[config.mk]
export PLATFORM = sky130hd
export DESIGN_NAME = if_id_stage_buffer_flat
export DESIGN_NICKNAME = d
export VERILOG_FILES = /design/src/rtl/if_id_stage_buffer_if.sv /design/src/rtl/if_id_stage_buffer.sv /design/src/flat_wrapper.sv
export SDC_FILE = /design/constraint.sdc
export NUM_CORES = 1
export LEC_CHECK = 0
export ABC_AREA = 1
export CORE_MARGIN = 4
export CORE_UTILIZATION = 45
export CTS_BUF_LIST = sky130_fd_sc_hd__clkbuf_2 sky130_fd_sc_hd__clkbuf_4 sky130_fd_sc_hd__clkbuf_8
export CTS_CLUSTER_DIAMETER = 80
export DETAILED_ROUTE_END_ITERATION = 7
export PLACE_DENSITY = 0.78
export SYNTH_ARGS = -nofsm -noshare
export SYNTH_HDL_FRONTEND = slang
export SYNTH_SLANG_ARGS = --single-unit
[constraint.sdc]
create_clock -name clk -period 1.5 [get_ports clk]
set_input_delay 0.225 -clock clk [delete_from_list [all_inputs] [get_ports clk]]
set_output_delay 0.225 -clock clk [all_outputs]
set_load 0.01 [all_outputs]
[src/rtl/if_id_stage_buffer_if.sv]
// Fetch-to-decode handshake bundle: fetch push side, decode pop side and the
// decoded head fields.
interface if_id_stage_buffer_if #(
  parameter int ADDR_W = 8,
  parameter int DATA_W = 32,
  parameter int CNT_W  = 16
);
  logic              in_valid;
  logic              in_ready;
  logic [ADDR_W-1:0] in_pc;
  logic [DATA_W-1:0] in_instr;
  logic              flush;
  logic              out_valid;
  logic              out_ready;
  logic [ADDR_W-1:0] out_pc;
  logic [ADDR_W-1:0] out_pc4;
  logic [DATA_W-1:0] out_instr;
  logic [6:0]        out_opcode;
  logic [4:0]        out_rd;
  logic [4:0]        out_rs1;
  logic [4:0]        out_rs2;
  logic [11:0]       out_imm;
  logic [CNT_W-1:0]  stall_count;

  modport master (
    output in_valid, in_pc, in_instr, flush, out_ready,
    input  in_ready, out_valid, out_pc, out_pc4, out_instr,
           out_opcode, out_rd, out_rs1, out_rs2, out_imm, stall_count
  );

  modport slave (
    input  in_valid, in_pc, in_instr, flush, out_ready,
    output in_ready, out_valid, out_pc, out_pc4, out_instr,
           out_opcode, out_rd, out_rs1, out_rs2, out_imm, stall_count
  );
endinterface

[src/rtl/if_id_stage_buffer.sv]
// IF/ID stage: 2-entry skid buffer of {pc, instr} with RISC-V field split,
// flush on redirect and a saturating decode-stall counter.
module if_id_stage_buffer #(
  parameter int ADDR_W = 8,
  parameter int DATA_W = 32,
  parameter int CNT_W  = 16
) (
  input logic                clk,
  input logic                rst,
  if_id_stage_buffer_if.slave bus
);
  localparam logic [1:0] EMPTY = 2'd0;
  localparam logic [1:0] ONE   = 2'd1;
  localparam logic [1:0] FULL  = 2'd2;

  logic [1:0]        state;
  logic [ADDR_W-1:0] main_pc, skid_pc;
  logic [DATA_W-1:0] main_instr, skid_instr;
  logic [CNT_W-1:0]  stall_q;
  logic              push, pop;

  // in_ready comes only from state so decode never reaches back into fetch
  assign bus.in_ready  = (state != FULL);
  assign bus.out_valid = (state != EMPTY);
  assign push = bus.in_valid & bus.in_ready & ~bus.flush & ~rst;
  assign pop  = bus.out_valid & bus.out_ready;

  // invalid entries hold zero payload, so the head fields read 0 when empty
  assign bus.out_pc      = main_pc;
  assign bus.out_pc4     = main_pc + ADDR_W'(4);
  assign bus.out_instr   = main_instr;
  assign bus.out_opcode  = main_instr[6:0];
  assign bus.out_rd      = main_instr[11:7];
  assign bus.out_rs1     = main_instr[19:15];
  assign bus.out_rs2     = main_instr[24:20];
  assign bus.out_imm     = main_instr[31:20];
  assign bus.stall_count = stall_q;

  always_ff @(posedge clk) begin
    if (rst) begin
      state      <= EMPTY;
      main_pc    <= '0;
      main_instr <= '0;
      skid_pc    <= '0;
      skid_instr <= '0;
      stall_q    <= '0;
    end else begin
      if (bus.out_valid && !bus.out_ready && stall_q != '1)
        stall_q <= stall_q + CNT_W'(1);

      if (bus.flush) begin
        state      <= EMPTY;
        main_pc    <= '0;
        main_instr <= '0;
        skid_pc    <= '0;
        skid_instr <= '0;
      end else begin
        case (state)
          EMPTY: begin
            if (push) begin
              main_pc    <= bus.in_pc;
              main_instr <= bus.in_instr;
              state      <= ONE;
            end
          end
          ONE: begin
            if (push && pop) begin
              main_pc    <= bus.in_pc;
              main_instr <= bus.in_instr;
            end else if (push) begin
              skid_pc    <= bus.in_pc;
              skid_instr <= bus.in_instr;
              state      <= FULL;
            end else if (pop) begin
              main_pc    <= '0;
              main_instr <= '0;
              state      <= EMPTY;
            end
          end
          FULL: begin
            if (pop) begin
              main_pc    <= skid_pc;
              main_instr <= skid_instr;
              skid_pc    <= '0;
              skid_instr <= '0;
              state      <= ONE;
            end
          end
          default: begin
            state      <= EMPTY;
            main_pc    <= '0;
            main_instr <= '0;
            skid_pc    <= '0;
            skid_instr <= '0;
          end
        endcase
      end
    end
  end
endmodule

[src/flat_wrapper.sv]
// flat-port wrapper written by rule: the top's interface ports become plain ports
module if_id_stage_buffer_flat 
#(
  parameter int ADDR_W = 8,
  parameter int DATA_W = 32,
  parameter int CNT_W  = 16
)
  (clk, rst, bus_in_valid, bus_in_pc, bus_in_instr, bus_flush, bus_out_ready, bus_in_ready, bus_out_valid, bus_out_pc, bus_out_pc4, bus_out_instr, bus_out_opcode, bus_out_rd, bus_out_rs1, bus_out_rs2, bus_out_imm, bus_stall_count);
  if_id_stage_buffer_if #(.ADDR_W(ADDR_W), .DATA_W(DATA_W), .CNT_W(CNT_W)) bus_i ();
  input logic clk;
  input logic rst;
  input wire logic [$bits(bus_i.in_valid)-1:0] bus_in_valid;
  input wire logic [$bits(bus_i.in_pc)-1:0] bus_in_pc;
  input wire logic [$bits(bus_i.in_instr)-1:0] bus_in_instr;
  input wire logic [$bits(bus_i.flush)-1:0] bus_flush;
  input wire logic [$bits(bus_i.out_ready)-1:0] bus_out_ready;
  output wire logic [$bits(bus_i.in_ready)-1:0] bus_in_ready;
  output wire logic [$bits(bus_i.out_valid)-1:0] bus_out_valid;
  output wire logic [$bits(bus_i.out_pc)-1:0] bus_out_pc;
  output wire logic [$bits(bus_i.out_pc4)-1:0] bus_out_pc4;
  output wire logic [$bits(bus_i.out_instr)-1:0] bus_out_instr;
  output wire logic [$bits(bus_i.out_opcode)-1:0] bus_out_opcode;
  output wire logic [$bits(bus_i.out_rd)-1:0] bus_out_rd;
  output wire logic [$bits(bus_i.out_rs1)-1:0] bus_out_rs1;
  output wire logic [$bits(bus_i.out_rs2)-1:0] bus_out_rs2;
  output wire logic [$bits(bus_i.out_imm)-1:0] bus_out_imm;
  output wire logic [$bits(bus_i.stall_count)-1:0] bus_stall_count;
  assign bus_i.in_valid = bus_in_valid;
  assign bus_i.in_pc = bus_in_pc;
  assign bus_i.in_instr = bus_in_instr;
  assign bus_i.flush = bus_flush;
  assign bus_i.out_ready = bus_out_ready;
  assign bus_in_ready = bus_i.in_ready;
  assign bus_out_valid = bus_i.out_valid;
  assign bus_out_pc = bus_i.out_pc;
  assign bus_out_pc4 = bus_i.out_pc4;
  assign bus_out_instr = bus_i.out_instr;
  assign bus_out_opcode = bus_i.out_opcode;
  assign bus_out_rd = bus_i.out_rd;
  assign bus_out_rs1 = bus_i.out_rs1;
  assign bus_out_rs2 = bus_i.out_rs2;
  assign bus_out_imm = bus_i.out_imm;
  assign bus_stall_count = bus_i.stall_count;
  if_id_stage_buffer #(.ADDR_W(ADDR_W), .DATA_W(DATA_W), .CNT_W(CNT_W)) u_core (.clk(clk), .rst(rst), .bus(bus_i));
endmodule
# Word-level counts from Yosys, hierarchy flattened
# Cells that the tools add are included.
dict set report word_totals {
  regBits 98
  latch_bits 0
  ram_bits 0
  romBits 0
  inputBits 45
  out_inout_bits 100
  wordCells 58
  memories 0
}
dict set report op_classes {
  n_addsub 2
  multipliers 0
  n_div 0
  order_cmp 0
  n_eq_ne 11
  shift 0
  n_mux 22
  n_bitwise 7
  n_reduce_logical 10
}
# operator count
set ops {}
lappend ops {{32-bit 2-to-1 mux} 6}
lappend ops {{32-bit case mux with 3 select lines} 2}
lappend ops {{8-bit 2-to-1 mux} 6}
lappend ops {{8-bit case mux with 3 select lines} 2}
lappend ops {{16-bit by 1-bit adder with 16-bit output, second input constant} 1}
lappend ops {{16-bit inequality test, second input constant} 1}
lappend ops {{4-bit AND reduction} 3}
lappend ops {{2-bit 2-to-1 mux} 5}
lappend ops {{8-bit by 3-bit adder with 8-bit output, second input constant} 1}
lappend ops {{2-bit by 1-bit inequality test with 1-bit output, second input constant} 3}
lappend ops {{3-bit by 1-bit inequality test with 1-bit output, second input constant} 2}
lappend ops {{2-bit case mux with 3 select lines} 1}
lappend ops {{1-bit AND} 4}
lappend ops {{2-bit inequality test, second input constant} 2}
lappend ops {{1-bit logical AND} 3}
lappend ops {{3-bit inequality test, second input constant} 1}
lappend ops {{1-bit inverter} 3}
lappend ops {{2-bit by 1-bit equality test with 1-bit output, second input constant} 1}
lappend ops {{2-bit equality test, second input constant} 1}
lappend ops {{2-bit logical NOT} 1}
lappend ops {{2-bit nonzero test} 1}
lappend ops {{2-bit OR reduction} 1}
lappend ops {{1-bit logical NOT} 1}

# Longest topological paths before layout
# Gate-level depths: netlist (run 1).
dict set report logic_depth {
  ltp_word 7
  mapped_depth 10
}

# Worst setup path before layout (run 1)
# No wires, ideal clock.
dict set report synth_path {
  path_type {reg-to-reg}
  start {reg u_core.stall_q[0] (netlist: u_core.bus.stall_count[0])}
  end {reg u_core.stall_q[11] (netlist: u_core.bus.stall_count[11])}
  setup_ps 70
  arrival_time_ps 1524
  required_time_ps 1430
  slack_ps -95
  path_stages_with_launch 9
  n_path_buf 1
  synth_period_minus_slack_ps 1595
  path_cell_list {dfxtp_1 > ha_1 > nand3_1 > inv_1 > nand3_1 > nand2_1 > clkbuf_1 > nand3_1 > a21oi_1}
}
dict set report synth_between {
  elab_chain_cells 2
  word_cells_on_any_way 3
}
# element line
set synth_rtl {}
lappend synth_rtl {{start: declaration} if_id_stage_buffer.sv:19} ;# logic [CNT_W-1:0] stall_q;
lappend synth_rtl {{start signal: assignment} if_id_stage_buffer.sv:49} ;# stall_q <= stall_q + CNT_W'(1);
lappend synth_rtl {{branches (longest 2 deep; another with 16-bit by 1-bit adder with 16-bit output)} n/a}
# Several ways; the timed one is not identified.
# A chain may end at the register's enable or synchronous reset.

# Worst setup path in the final report (run 1)
dict set report layout_path {
  start {reg u_core.state[0]}
  end {reg u_core.skid_instr[20]}
}
dict set report layout_between {
  elab_chain_cells 7
  word_cells_on_any_way 16
}
# element line
set layout_rtl {}
lappend layout_rtl {{start: declaration} if_id_stage_buffer.sv:16} ;# logic [1:0] state;
lappend layout_rtl {{start signal: assignment} if_id_stage_buffer.sv:41} ;# state <= EMPTY;
lappend layout_rtl {{start signal: assignment} if_id_stage_buffer.sv:52} ;# state <= EMPTY;
lappend layout_rtl {{start signal: assignment} if_id_stage_buffer.sv:63} ;# state <= ONE;
lappend layout_rtl {{2-bit inequality test} if_id_stage_buffer.sv:23} ;# assign bus.in_ready = (state != FULL);
lappend layout_rtl {{1-bit AND (3 in series)} if_id_stage_buffer.sv:25} ;# assign push = bus.in_valid & bus.in_ready & ~bus.flush & ~rst;
lappend layout_rtl {{1-bit logical AND} if_id_stage_buffer.sv:67} ;# if (push && pop) begin
lappend layout_rtl {{2-bit inequality test (no source line)} n/a}
lappend layout_rtl {{4-bit AND reduction (no source line)} n/a}
lappend layout_rtl {{end signal: assignment} if_id_stage_buffer.sv:72} ;# skid_instr <= bus.in_instr;
lappend layout_rtl {{end: declaration} if_id_stage_buffer.sv:18} ;# logic [DATA_W-1:0] main_instr, skid_instr;
# Parallel ways exist; a longest one is shown, timed or not.

==> flow_summary.toml, run 1 <==
[status]
status = "complete, but fails checks"
violations = "negative setup slack"

[worst_setup_path]
reg2regPathDepth = 10
start_kind = "register"
slowest_stage = "dfxtp_2"
worstReg2RegStart = "u_core.state[0]"
r2r-end = "u_core.skid_instr[20]"
rrSetupSlack_ns = -0.17
cpPeakStageDelay_ns = 0.35
worst_setup_path_end_kind = "register"
worstPathMaxFanout = 5
cp.arrival_ns = 1.95
critical_path.cell_chain = "inv_2, nand2_2, nor2_4, nor2_4, buf_12, nand3_4, buf_4, buf_12, nand2_1, a21oi_1"
required_ns = 1.79
criticalPathCategory = "register to register"

[floorplanning]
die_w_um = 117
ioPinCount = 145
initial_utilization = 0.462
core_um2 = 11500
die_area_um2 = 13600
rows = 39
die_h_um = 117

[cts]
cts.sinks = 98
clock_latency_ns = 0.38
cts_buffer_depth = 2
htreeDepth = 3
cts_tree = "done"
root_buffer = "clkbuf_8"
clkTransAtPathRegs_ns = 0.10
cts_buffers = 9

[synthesis]
synth_area_per_cell_um2 = 6.36
synth_cells = 836
synthAdderAreaFrac = 0.00470
synth_seq_cells = 98
synth_top_family_by_area = "simple AND/OR/NAND/NOR gates"
syn_area_um2 = 5320
synthTopCellsByArea = "dfxtp_1 37%, nand2_1 21%, a21oi_1 8.9%"
ys_seq_area_frac = 0.369
synth_xor_xnor_area_share = 0.0181
yosys.area.top_type = "dfxtp_1"
synth_mux_area_frac = 0
synth_simple_gate_area_frac = 0.374
synthesis.nets = 883
synth_top_area_frac = 0.369
ys_types = 23
synth_warnings = 0
synth_compound_area_frac = 0.0972

[sta]
slew_headroom = 0.816
setup_ws_ns = -0.168
hold_viol = 0
period_share = 1.11
timing.fmax_ghz = 0.600
hold_slack_ns = 0.308
worst_pin_slew_ns = 0.275
period_needed_ns = 1.67
rsz0062_at_grt = "yes"
clock_skew_ns = 0.00936
finalMaxSlewViolations = 0
setup_viol = 75
setup_tns_ns = -5.34

[cells_and_area]
layout_common_cells = "266 x nand2_1, 84 x dfxtp_1, 80 x dlygate4sd2_1"
drive_gt1_frac = 0.236
fill_cells = 827
final_area_um2 = 8310
nets = 1047
area_growth_pct = 56.2
final_common_cell = "nand2_1"

[grt]
grt_pass1_vias = 5774
grt_first_pass_wirelength_um = 27100
grt_use_met2 = 0.396
antenna_found_initial = 1
grt_use_met1 = 0.328
busiest_layer = "met2"
use_met3 = 0.0435
grt_usage = 0.246
grt.overflow.total = 0
grt_start_max_net_pins = 45

[pwr]
swShare = 0.268
max-vdd-ir-drop_v = 0.000517
p_int_mw = 3.88
p_clk_frac = 0.351
power_switching_mw = 1.42
comb_power_share = 0.151
powerDensity_nw_per_um2 = 638
seq_power_share = 0.498
p_leak_nw = 3.79

[drt]
routed_via_density = 5.56
avgRoutedWirePerCell_um = 17.0
drc = 0
first_iter_violations = 668
ant_nets = 0
finalWirelength_um = 19600
vias = 6391
dr.pass1.iters = 6

[job]
max-cap-violations = 0

[worst_hold_path]
holdPathStages = 5
min_path_type = "input port to register"
whs_endpoint = "u_core.state[0]"
hp-start = "bus_flush"

[placement]
port_buffers = 144
placed_area_um2 = 7100
gp_congestion = 0.869
dpl.hpwl_um = 10500
==> cells by family (layout without fill, tap and decap cells) <==
family / after synthesis / after routing
other: 0 / 1
XOR/XNOR: 11 / 11
AO/OA/AOI/OAI: 102 / 102
AND/OR/NAND/NOR: 474 / 474
buffers and inverters: 149 / 318
adder cells (fa/ha/maj): 2 / 2
flip-flops: 98 / 98
==> power by group through the flow <==
stage | Sequential (mW) | Clock [mW] | Combinational (mW)
after floorplan | 2.71 | 0 | 0.300
after global placement | 2.70 | 0 | 0.645
after detailed placement | 2.70 | 0 | 0.650
after CTS | 2.64 | 1.86 | 0.679
after global routing | 2.64 | 1.96 | 0.856
final | 2.64 | 1.86 | 0.799
==> routing by layer <==
layer / wire length, µm / vias up / part of all wire
met4: 744 / 0 / 0.038
met2: 9440 / 410 / 0.48
li1: - / 2982 / -
met5: 0 / - / 0
met3: 1840 / 72 / 0.094
met1: 7550 / 2927 / 0.39
==> state kept, by name, summed over array words and instances (netlist names) <==
signal / cells
u_core.bus.out_instr: 32
u_core.bus.out_pc: 8
u_core.bus.stall_count: 16
u_core.skid_instr: 32
u_core.skid_pc: 8
u_core.state: 2
==> synth_stat cells, drive strengths merged <==
master and n:
nand2 297, dfxtp 98, a21oi 95, nor2 70
nand3 62, inv 61, buf 57, nand4 44
clkbuf 31, xnor2 7, o21ai 6, xor2 4
ha 2, nor3 1, o31ai 1
==> critical path: cells and delay by family (launching register included) <==
kind | cells | cell delay, ns
buf+inv | 4 | 0.44
flops | 1 | 0.35
simple gates | 5 | 0.58
compound gates | 1 | 0.20
==> metrics by stage <==
step,std cells,power [mW],utilization,worst slack (ns)
5_1_grt,1149,5.46,0.721,-0.222
2_1_floorplan,836,3.01,-,0.00264
3_5_place_dp,1100,3.35,0.617,-0.432
6_report,1149,5.30,0.721,-0.168
3_3_place_gp,1100,3.35,0.617,-0.355
4_1_cts,1131,5.18,0.654,-0.0850
==> cell type report <==
| type | instances | area (µm²) | area share |
|---|---|---|---|
| tap | 143 | 179 | 0.0215 |
| clock inverter | 5 | 61.3 | 0.00738 |
| multi-input combinational | 589 | 3090 | 0.372 |
| clock buffer | 11 | 151 | 0.0182 |
| sequential | 98 | 1990 | 0.239 |
| inverter | 61 | 236 | 0.0285 |
| antenna | 1 | 2.50 | 0.000301 |
| timing repair buffer | 241 | 2600 | 0.313 |
==> repair_timing <==
action	CTS	global route
endpoints found under the setup margin	124	115
pin swaps	7	27
gates cloned	6	9
resized for setup	135	159
hold buffers	0	0
setup buffers	11	9
==> worst max path at each step <==
stage	slack, ns	endpoint	start
finish	-0.17	u_core.skid_instr[20]	u_core.state[0]
floorplan	0.003	u_core.bus.stall_count[11]	u_core.bus.stall_count[0]
global placement	-0.36	u_core.skid_instr[28]	rst
global route	-0.22	u_core.bus.out_instr[11]	u_core.state[0]
detailed placement	-0.43	u_core.skid_instr[8]	rst
CTS	-0.08	bus_out_valid	u_core.state[0]
Power figures use the tool's default switching activity.
==> inputs of run 2 (changes only) <==
--- a/config.mk
+++ b/config.mk
@@ -11,6 +11,7 @@
 export CTS_BUF_LIST = sky130_fd_sc_hd__clkbuf_2 sky130_fd_sc_hd__clkbuf_4 sky130_fd_sc_hd__clkbuf_8
 export CTS_CLUSTER_DIAMETER = 80
 export DETAILED_ROUTE_END_ITERATION = 7
+export MAX_ROUTING_LAYER = met4
 export PLACE_DENSITY = 0.78
 export SYNTH_ARGS = -nofsm -noshare
 export SYNTH_HDL_FRONTEND = slang
==> flow_summary.toml, run 2 (synthesis results as in run 1) <==
[grt]
grt_start_max_net_pins = 45
busiest_layer = "met2"
grt.overflow.total = 0
grt_usage = 0.253
grt_pass1_vias = 5766
grt_use_met1 = 0.331
grt_use_met2 = 0.396
antenna_found_initial = 1
use_met3 = 0.0415
grt_first_pass_wirelength_um = 27100

[floorplanning]
die_w_um = 117
ioPinCount = 145
die_h_um = 117
initial_utilization = 0.462
rows = 39
die_area_um2 = 13600
core_um2 = 11500

[drt]
drc = 0
dr.pass1.iters = 5
vias = 6446
routed_via_density = 5.61
avgRoutedWirePerCell_um = 17.3
finalWirelength_um = 19800
ant_nets = 0
first_iter_violations = 614

[cts]
clkTransAtPathRegs_ns = 0.10
cts_buffer_depth = 2
clock_latency_ns = 0.38
cts_hold_buffers = 0
root_buffer = "clkbuf_8"
cts_buffers = 9
cts.sinks = 98
cts_tree = "done"
htreeDepth = 3

[worst_setup_path]
reg2regPathDepth = 9
cp.arrival_ns = 2.00
slowest_stage = "dfxtp_2"
worst_setup_path_end_kind = "register"
criticalPathCategory = "register to register"
worstPathMaxFanout = 5
critical_path.cell_chain = "buf_6, nor2_4, buf_6, nor2_4, buf_12, nand3_4, bufbuf_16, nand2_1, a21oi_2"
crit_family = "buffers and inverters"
required_ns = 1.82
critical_path_depth = 9
start_kind = "register"
crit_buf_inv = 4
cpPeakStageDelay_ns = 0.36

[pwr]
power_switching_mw = 1.44
p_int_mw = 3.88
p_leak_nw = 3.80
comb_power_share = 0.150
max-vdd-ir-drop_v = 0.000518
powerDensity_nw_per_um2 = 642
p_clk_frac = 0.354
swShare = 0.271
total_power_mw = 5.32
seq_power_share = 0.496

[sta]
hold_viol = 0
finalMaxSlewViolations = 0
period_needed_ns = 1.68
timing.fmax_ghz = 0.594
hold_slack_ns = 0.328
slew_headroom = 0.815
rsz0062_at_grt = "yes"
setup_ws_ns = -0.183
worst_pin_slew_ns = 0.275
setup_viol = 91
period_share = 1.12
clock_skew_ns = 0.00934

[placement]
dpl.hpwl_um = 10500
numPlacedInstances = 1100
port_buffers = 144
gp_congestion = 0.883
placed_area_um2 = 7100

[worst_hold_path]
holdPathStages = 5
min_path_type = "input port to register"

[cells_and_area]
layout_common_cells = "259 x nand2_1, 84 x dfxtp_1, 80 x dlygate4sd2_1"
fill_cells = 835
nets = 1047
drive_gt1_frac = 0.234
multi_input_area_um2 = 3070
ff_latch_area_um2 = 1990
final_area_um2 = 8290
final_common_cell = "nand2_1"
area_growth_pct = 55.8
finalNonFillerCells = 1149

[status]
status = "complete, but fails checks"
violations = "negative setup slack"

[job]
max-cap-violations = 0
==> run 2: cell types whose count changed in the layout (fill, tap and decap cells not counted), sizes merged <==
cell	change
clkdlybuf4s50	-1
dlymetal6s2s	+1
==> run 2: layer usage <==
metal | vias to the layer above | part of all wire
met2 | 380 | 0.47
met3 | 99 | 0.088
met4 | 0 | 0.043
met5 | - | 0
met1 | 2993 | 0.40
li1 | 2974 | -
==> run 2: final timing paths <==
kind	from	to	slack [ns]
worst max-delay path	u_core.state[0]	u_core.skid_instr[17]	-0.18
worst min-delay path	bus_flush	u_core.state[0]	0.33
worst max register to register	u_core.state[0]	u_core.skid_instr[17]	-0.18
worst min register to register	u_core.skid_instr[3]	u_core.skid_instr[3]	0.47
==> run 2: power by group through the flow <==
stage                     sequential [mW]  clock (mW)  combinational, mW
final                                2.64        1.88              0.796
after floorplan                      2.71           0              0.300
after global routing                 2.64        1.96              0.853
after detailed placement             2.70           0              0.650
after CTS                            2.64        1.86              0.679
after global placement               2.70           0              0.645
==> run 2: cell type report <==
type / count / share of cell area
Multi-Input combinational cell: 589 / 0.371
Timing Repair Buffer: 241 / 0.313
Sequential cell: 98 / 0.240
Inverter: 61 / 0.0285
Tap cell: 143 / 0.0216
Clock buffer: 11 / 0.0183
Clock inverter: 5 / 0.00740
Antenna cell: 1 / 0.000302
==> run 2: timing repair <==
item	CTS	global route
setup endpoints to repair	124	115
cloned	6	9
setup buffers	11	10
pin swaps	7	31
resized for setup	135	160
==> run 2: tightest hold or removal path, delay by kind of cell <==
kind | cells | cell delay [ns]
AO/OA/AOI/OAI | 1 | 0.04
AND/OR/NAND/NOR | 2 | 0.13
buffers and inverters | 2 | 0.28
==> run 2: per-stage QoR <==
step	setup slack (ns)	setup TNS (ns)	utilization
finish	-0.183	-9.01	0.720
detailed placement	-0.432	-33.33	0.617
global placement	-0.355	-29.94	0.617
floorplan	0.00264	0	-
global route	-0.219	-13.45	0.720
CTS	-0.0850	-0.134	0.654
==> inputs of run 3 (changes only) <==
--- a/config.mk
+++ b/config.mk
@@ -6,11 +6,13 @@
 export NUM_CORES = 1
 export LEC_CHECK = 0
 export ABC_AREA = 1
+export CORE_ASPECT_RATIO = 1.4
 export CORE_MARGIN = 4
 export CORE_UTILIZATION = 45
 export CTS_BUF_LIST = sky130_fd_sc_hd__clkbuf_2 sky130_fd_sc_hd__clkbuf_4 sky130_fd_sc_hd__clkbuf_8
 export CTS_CLUSTER_DIAMETER = 80
 export DETAILED_ROUTE_END_ITERATION = 7
+export HOLD_SLACK_MARGIN = 0.06
 export MAX_ROUTING_LAYER = met4
 export PLACE_DENSITY = 0.78
 export SYNTH_ARGS = -nofsm -noshare
==> flow_summary.toml, run 3 (synthesis results as in run 1) <==
[placement]
gp_congestion = 0.929
dpl.hpwl_um = 10700
port_buffers = 144
placed_area_um2 = 7090

[worst_setup_path]
worstReg2RegStart = "u_core.state[0]"
critical_path.cell_chain = "inv_2, nand2_4, nor2_4, buf_6, nor2_4, nand3_4, clkbuf_16, nand2_2, a21oi_1"
crit_top_cell = "nor2_4"
r2r-end = "u_core.skid_instr[1]"
required_ns = 1.77
slowest_stage = "dfxtp_2"
reg2regPathDepth = 9
rrSetupSlack_ns = -0.09
start_kind = "register"
criticalPathCategory = "register to register"
cpPeakStageDelay_ns = 0.37
worst_setup_path_end_kind = "register"
worstPathMaxFanout = 7
cp.arrival_ns = 1.86

[grt]
antenna_found_initial = 0
grt_pass1_vias = 5201
grt_first_pass_wirelength_um = 24500
grt_usage = 0.226
grt.overflow.total = 0
grt_start_max_net_pins = 31

[cts]
htreeDepth = 3
cts.sinks = 98
cts_hold_buffers = 0
clock_latency_ns = 0.39
root_buffer = "clkbuf_8"
cts_buffers = 9
cts_tree = "done"
clkTransAtPathRegs_ns = 0.09
cts_buffer_depth = 2

[drt]
finalWirelength_um = 19600
first_iter_violations = 569
wl_met3_um = 1480
avgRoutedWirePerCell_um = 17.2
routed_via_density = 5.59
ant_nets = 0
vias = 6348
wl_met2_um = 10100
met1Wirelength_um = 7060
drc = 0
dr.pass1.iters = 5
top_layer_used = "met4"

[cells_and_area]
nets = 1034
final_common_cell = "nand2_1"
drive_gt1_frac = 0.299
fill_cells = 804
layout_common_cells = "209 x nand2_1, 90 x dlygate4sd2_1, 87 x dfxtp_1"
antenna_cells = 0
area_growth_pct = 58.5
final_area_um2 = 8430

[floorplanning]
die_h_um = 137
initial_utilization = 0.464
core_um2 = 11500
die_w_um = 99.9
ioPinCount = 145
die_area_um2 = 13600
rows = 46

[sta]
worst_pin_slew_ns = 0.379
timing.fmax_ghz = 0.628
clock_skew_ns = 0.0145
slew_headroom = 0.747
period_share = 1.06
rsz0062_at_grt = "yes"
setup_ws_ns = -0.0911
period_needed_ns = 1.59
setup_viol = 88
hold_slack_ns = 0.470
hold_viol = 0
finalMaxSlewViolations = 0

[pwr]
p_int_mw = 3.82
max-vdd-ir-drop_v = 0.000439
power_switching_mw = 1.48
p_leak_nw = 3.82
p_clk_frac = 0.335
swShare = 0.279
seq_power_share = 0.498
comb_power_share = 0.166
powerDensity_nw_per_um2 = 629

[worst_hold_path]
min_path_type = "register to register"
whs_endpoint = "u_core.skid_instr[7]"
holdPathStages = 2
hp-start = "u_core.skid_instr[7]"

[status]
status = "complete, but fails checks"
violations = "negative setup slack"

[job]
max-cap-violations = 0
==> run 3: cell count changes in the layout (fill, tap and decap cells not counted), sizes merged <==
cell,before,now
inv,61,60
dlygate4sd2,80,90
diode,1,0
bufbuf,1,0
clkdlybuf4s15,2,1
clkinv,4,3
clkinvlp,0,2
clkdlybuf4s50,41,43
dlymetal6s2s,13,4
buf,95,80
==> run 3: what timing repair did <==
item / 4_1_cts / 5_1_grt
endpoints found under the setup margin: 135 / 104
setup buffers: 1 / 11
pin swaps: 1 / 28
resized for setup: 128 / 261
cloned: 0 / 11
==> run 3: cell type report <==
class,count,area (µm²),area share
Tap cell,144,180,0.0214
Clock buffer,10,138,0.0163
Sequential cell,98,1980,0.235
Timing Repair Buffer,228,2360,0.280
Multi-Input combinational cell,589,3470,0.412
Clock inverter,5,55.1,0.00653
Inverter,61,241,0.0286
==> run 3: per-stage QoR <==
stage | total power [mW] | setup WS (ns) | TNS (ns) | std cells | util
finish | 5.30 | -0.0911 | -4.53 | 1135 | 0.736
detailed placement | 3.35 | -0.398 | -30.50 | 1098 | 0.619
global placement | 3.34 | -0.332 | -27.17 | 1098 | 0.619
global route | 5.47 | -0.192 | -9.35 | 1135 | 0.736
floorplan | 3.01 | 0.00264 | 0 | 836 | -
CTS | 5.03 | -0.0399 | -0.109 | 1114 | 0.629
==> run 3: worst max path at each step <==
stage	depth (start not counted)	from	end	slack [ns]
6_report	9	u_core.state[0]	u_core.skid_instr[1]	-0.09
5_1_grt	5	u_core.bus.out_pc[3]	bus_out_pc4[7]	-0.19
4_1_cts	5	u_core.bus.out_pc[2]	bus_out_pc4[7]	-0.04
3_5_place_dp	9	rst	u_core.bus.out_instr[28]	-0.40
3_3_place_gp	9	bus_flush	u_core.bus.out_instr[4]	-0.33
2_1_floorplan	9	u_core.bus.stall_count[0]	u_core.bus.stall_count[11]	0.003
==> run 3: worst max-delay path, delay by kind of cell (launching register included) <==
kind                   cells  cell delay (ns)
AO/OA/AOI/OAI              1             0.06
buffers and inverters      3             0.45
flip-flops                 1             0.37
AND/OR/NAND/NOR            5             0.61
==> run 3: per-layer routing <==
metal	GRT usage	vias to the layer above
li1	-	2947
met1	0.268	2953
met2	0.382	349
met3	0.0423	99
met4	0.0805	0
met5	-	-
==> run 3: power groups by stage <==
stage | Clock [mW] | Combinational [mW] | Sequential (mW)
floorplan | 0 | 0.300 | 2.71
finish | 1.78 | 0.881 | 2.64
global placement | 0 | 0.639 | 2.70
global route | 1.90 | 0.927 | 2.65
detailed placement | 0 | 0.643 | 2.70
CTS | 1.76 | 0.623 | 2.64
